==> config.mk <==
export PLATFORM = sky130hd
export DESIGN_NAME = serial_subtractor
export DESIGN_NICKNAME = d
export VERILOG_FILES = /design/src/rtl/serial_subtractor.sv
export SDC_FILE = /design/constraint.sdc
export NUM_CORES = 1
export LEC_CHECK = 0
export CORE_UTILIZATION = 55
export CTS_BUF_LIST = sky130_fd_sc_hd__clkbuf_2 sky130_fd_sc_hd__clkbuf_4 sky130_fd_sc_hd__clkbuf_8
export CTS_CLUSTER_SIZE = 8
export DETAILED_ROUTE_END_ITERATION = 6
export PLACE_DENSITY = 0.82
export SYNTH_ARGS = -nofsm -noshare
export SYNTH_HDL_FRONTEND = slang
export SYNTH_SLANG_ARGS = --single-unit
==> constraint.sdc <==
create_clock -name clk -period 2.7 [get_ports clk]
set_input_delay 0.81 -clock clk [delete_from_list [all_inputs] [get_ports clk]]
set_output_delay 0.81 -clock clk [all_outputs]
set_load 0.05 [all_outputs]
==> src/rtl/serial_subtractor.sv <==
// Multi-cycle two's-complement subtractor: Out = In1 - In2, computed DIGIT bits per
// clock LSB-first as In1 + ~In2 + 1, with start/busy/done handshake and borrow/overflow flags.
module serial_subtractor #(
  parameter int WIDTH = 32,
  parameter int DIGIT = 1
) (
  input  logic             clk,
  input  logic             rst_n,
  input  logic             Start,
  input  logic [WIDTH-1:0] In1,
  input  logic [WIDTH-1:0] In2,
  output logic             Busy,
  output logic             Done,
  output logic [WIDTH-1:0] Out,
  output logic             Borrow,
  output logic             Overflow
);

  localparam int N  = WIDTH / DIGIT;
  localparam int CW = (N > 1) ? $clog2(N) : 1;

  generate
    if (DIGIT < 1 || (WIDTH % DIGIT) != 0) begin : g_bad_digit
      $error("serial_subtractor: DIGIT must divide WIDTH");
    end
  endgenerate

  typedef enum logic [1:0] {
    S_IDLE,
    S_RUN,
    S_DONE
  } state_t;

  state_t           state_q, state_d;
  logic [WIDTH-1:0] a_q, b_q, res_q, res_next;
  logic             cy_q;
  logic [CW-1:0]    cnt_q;
  logic             sign_a_q, sign_b_q;
  logic [DIGIT-1:0] dsum;
  logic             dcout;
  logic             accept, last;

  // One digit of In1 + ~In2 + carry; the finished digit enters the result from the top.
  always_comb begin
    // NOTE: every combinational output gets a default first so no path can infer a latch.
    {dcout, dsum} = {1'b0, a_q[DIGIT-1:0]} + {1'b0, ~b_q[DIGIT-1:0]} + (DIGIT + 1)'(cy_q);
    res_next      = WIDTH'({dsum, res_q} >> DIGIT);
    accept        = Start && (state_q != S_RUN);
    last          = (state_q == S_RUN) && (cnt_q == CW'(N - 1));
    state_d       = state_q;
    case (state_q)
      S_IDLE:  if (accept) state_d = S_RUN;
      S_RUN:   if (last) state_d = S_DONE;
      S_DONE:  state_d = Start ? S_RUN : S_IDLE;
      default: state_d = S_IDLE;
    endcase
  end

  // NOTE: the reset branch clears every register, including the operand and result
  // shift registers, so an abandoned op leaves no residue visible on the outputs.
  always_ff @(posedge clk or negedge rst_n) begin
    if (!rst_n) begin
      state_q  <= S_IDLE;
      a_q      <= '0;
      b_q      <= '0;
      res_q    <= '0;
      cy_q     <= 1'b0;
      cnt_q    <= '0;
      sign_a_q <= 1'b0;
      sign_b_q <= 1'b0;
      Out      <= '0;
      Borrow   <= 1'b0;
      Overflow <= 1'b0;
    end else begin
      // NOTE: non-blocking assignments so every register samples pre-edge values.
      state_q <= state_d;
      if (accept) begin
        a_q      <= In1;
        b_q      <= In2;
        res_q    <= '0;
        cy_q     <= 1'b1;
        cnt_q    <= '0;
        sign_a_q <= In1[WIDTH-1];
        sign_b_q <= In2[WIDTH-1];
      end else if (state_q == S_RUN) begin
        a_q   <= a_q >> DIGIT;
        b_q   <= b_q >> DIGIT;
        res_q <= res_next;
        cy_q  <= dcout;
        cnt_q <= cnt_q + CW'(1);
        if (last) begin
          Out      <= res_next;
          Borrow   <= ~dcout;
          Overflow <= (sign_a_q != sign_b_q) && (res_next[WIDTH-1] != sign_a_q);
        end
      end
    end
  end

  assign Busy = (state_q == S_RUN);
  assign Done = (state_q == S_DONE);

endmodule

==> impl_metrics.yaml <==
clocking:
  cts_hold_buf: 0
  cts_root_buf: "clkbuf_8"
  cts.sinks: 139
  post-cts-setup-buffers: 0
  cts_tree: "done"
  htreeDepth: 4
  path_clk_slew_ps: 80
  clkLatencyLatePin_ps: 440
  numCtsBuffers: 17
  cts_resized: 0
  cts_buffer_depth: 2
synth:
  synth_most_common_cell: "dfrtp_1"
  syn_area_um2: 6028
  synth_area_leaders: "dfrtp_1 58%, mux2i_1 11%, nand2_1 7.7%, mux2_2 6.5%, o21ai_0 4.2%"
  synth_common_cells: "139 x dfrtp_1, 124 x nand2_1, 65 x mux2i_1"
  yosysWarnings: 0
  synth_compound_area_share_pct: 9.112
  synth_top_family_by_area: "multiplexers"
  synthCells: 531
  dominantRegCellSynth: "dfrtp_1"
  synth_top_area_cell: "dfrtp_1"
  synth_simple_gate_area_share_pct: 9.776
  synth_xor_area_share_pct: 0.1453
  netlist.area_leader.share_pct: 57.70
  ys_types: 32
  syn_nets: 601
  avgSynthCellArea_um2: 11.35
  synth_mux_area_share_pct: 17.33
  ys_seq_elements: 139
  synth_fa_ha_area_share_pct: 0.7472
  synthArstFlopShare_pct: 100.0
  ys_seq_area_share_pct: 57.70
  synth_edf_count: 0
worst_setup_path:
  rr_worst_depth: 6
  crit_path_start_kind: "flop"
  critical_path.max_stage_delay_ps: 810
  crit_family: "buffers and inverters"
  crit_path_max_fanout: 4
  reg2reg_to: "Out[8]"
  cp_slowest_cell: "clkdlybuf4s50_1"
  worstPathCellList: "nor2b_1 -> clkdlybuf4s50_1"
  worstSetupPathType: "flop to primary output"
  required_ps: 1890
  worstPathArrival_ps: 1790
  cp-end-kind: "primary output"
  critical_path_buf_inv_count: 1
  worstReg2RegStart: "cnt_q[0]"
  reg2reg_slack_ps: 690
timing:
  timing.fmax_mhz: 384.2
  finClkSkew_ps: 12.30
  relSlewSlack_pct: 49.48
  setup-tns-final_ps: 0
  setup_viol: 0
  period_share_pct: 96.41
  finalHoldViolations: 0
  slew_violations: 0
  worstMarginPinSlew_ps: 757.8
  min_period_ps: 2603
  rsz0062_at_grt: "no"
  layout_setup_ws_ps: 97.01
power_and_ir_drop:
  totalPowerFinal_mw: 8.066
  ir_drop_uv: 2048
  p_leak_nw: 3.311
  powerDensity_nw_per_um2: 1077
  p_sw_share_pct: 37.93
  internal_power_mw: 5.007
  pwr-share-seq_pct: 42.2
  netSwitchingPower_mw: 3.059
  pwr-share-clk_pct: 22.8
  comb_power_share_pct: 35.0
final_layout:
  diodes: 0
  drive_gt1_share_pct: 15.30
  areaGrowthSynthToFinish_pct: 24.20
  finalInstanceArea_um2: 7487
  multi_input_area_um2: 2237
  regArea_um2: 3478
  nFillCells: 804
  finalNetCount: 692
  final_cells: 770
grt:
  grt_usage_pct: 21.96
  gr-usage-met3_pct: 5.836
  grt_max_degree: 195
  grt_pass1_wl_mm: 19.22
  top_usage_layer: "met2"
  use_met2_pct: 34.79
  grt_util_met1_pct: 28.72
  first_global_vias: 4034
  grt_overflow: 0
  antenna_found_initial: 0
floorplan:
  dieArea_um2: 11380
  die_h_um: 106.7
  core_area_um2: 10460
  boundaryPins: 103
  die_w_um: 106.7
  num_rows: 37
  start_util_pct: 57.62
drt:
  ant_nets: 0
  vias: 4075
  drt_iter0_drc: 198
  wl_per_cell_um: 15.23
  wl_mm: 11.73
  route.detailed.drc: 0
  first_pass_iters: 6
  viasPerCell: 5.292
placement:
  post-place-ws_ps: 567.4
  dp_hpwl_mm: 7.481
  port_buffers: 102
  placed_area_um2: 7051
  gp_congestion: 0.7206
  dp.cells: 739
job:
  cap_viol_max_count: 0
run_status:
  outcome: "finished clean"
hold_path:
  hp-class: "input pin to asynchronous set/reset pin"
[how the worst max path moves through the flow]
stage          slack, ps       start   end  cells after the start
2_1_floorplan        770  state_q[1]  Busy                      5
3_3_place_gp         570  state_q[0]  Done                      2
3_5_place_dp         570  state_q[0]  Done                      2
4_1_cts               60  state_q[0]  Done                      2
5_1_grt               30  state_q[0]  Done                      2
6_report             100  state_q[0]  Done                      2
[placed cells by master, fill, tap and decap left out, types with 2 or more instances in the layout]
cell,synthesis,final
buf_12,1,6
buf_4,2,3
bufinv_16,0,4
clkbuf_8,0,17
clkdlybuf4s50_1,0,99
clkinv_4,0,5
clkinvlp_4,0,3
dfrtp_1,139,139
ha_1,2,2
inv_1,2,2
inv_6,1,2
mux2_2,35,35
mux2i_1,65,65
nand2_1,124,124
nand2_2,10,10
nand3_1,3,3
nor2_1,3,3
o21ai_0,50,50
o21ai_1,40,40
o21ai_2,10,10
[power by group through the flow]
stage | Sequential [mW] | Clock [mW] | Combinational [mW]
after detailed placement | 3.44 | 0 | 2.84
after floorplan | 3.88 | 0 | 1.64
final | 3.40 | 1.84 | 2.83
after global routing | 3.50 | 1.96 | 3.12
after global placement | 3.38 | 0 | 2.73
after CTS | 3.41 | 1.86 | 2.86
[worst reg2reg max path: cells and delay by family, from the launching register on]
kind / cells / cell delay, ps
adder cells (fa/ha/maj): 2 / 430
multiplexers: 1 / 400
buffers and inverters: 1 / 240
AND/OR/NAND/NOR: 2 / 400
flip-flops: 1 / 410
[routing by layer]
metal	up-vias	wire, um
met4	0	175
met1	1993	5278
met5	-	0
met2	87	5843
met3	16	429
li1	1979	-
[kinds of logic after synthesis]
group           after synthesis
compound gates              102
xor+xnor                      1
fa+ha+maj                     3
buf+inv                      41
flops                       139
mux                         100
simple gates                145
[metrics by stage]
stage                     util, %  hold WS, ps
after global routing        71.56        292.7
after CTS                   71.56        283.8
after global placement      67.39        460.7
after floorplan                 -        449.2
after detailed placement    67.39        473.9
final                       71.56        281.1
[flip-flops by register name (all words and copies together) (netlist names)]
signal    cells
Out          32
a_q          32
b_q          32
res_q        31
cnt_q         5
state_q       2
Borrow        1
Overflow      1
cy_q          1
sign_a_q      1
sign_b_q      1
[cell type report]
| cell class | instances | share of cell area [%] |
|---|---|---|
| inverters | 4 | 0.2674 |
| flip-flops and latches | 139 | 46.46 |
| repair buffers | 109 | 15.29 |
| clock buffers | 18 | 3.225 |
| clock inverters | 13 | 2.607 |
| well taps | 136 | 2.273 |
| multi-input cells | 351 | 29.88 |
(Power assumes the default switching activity.)
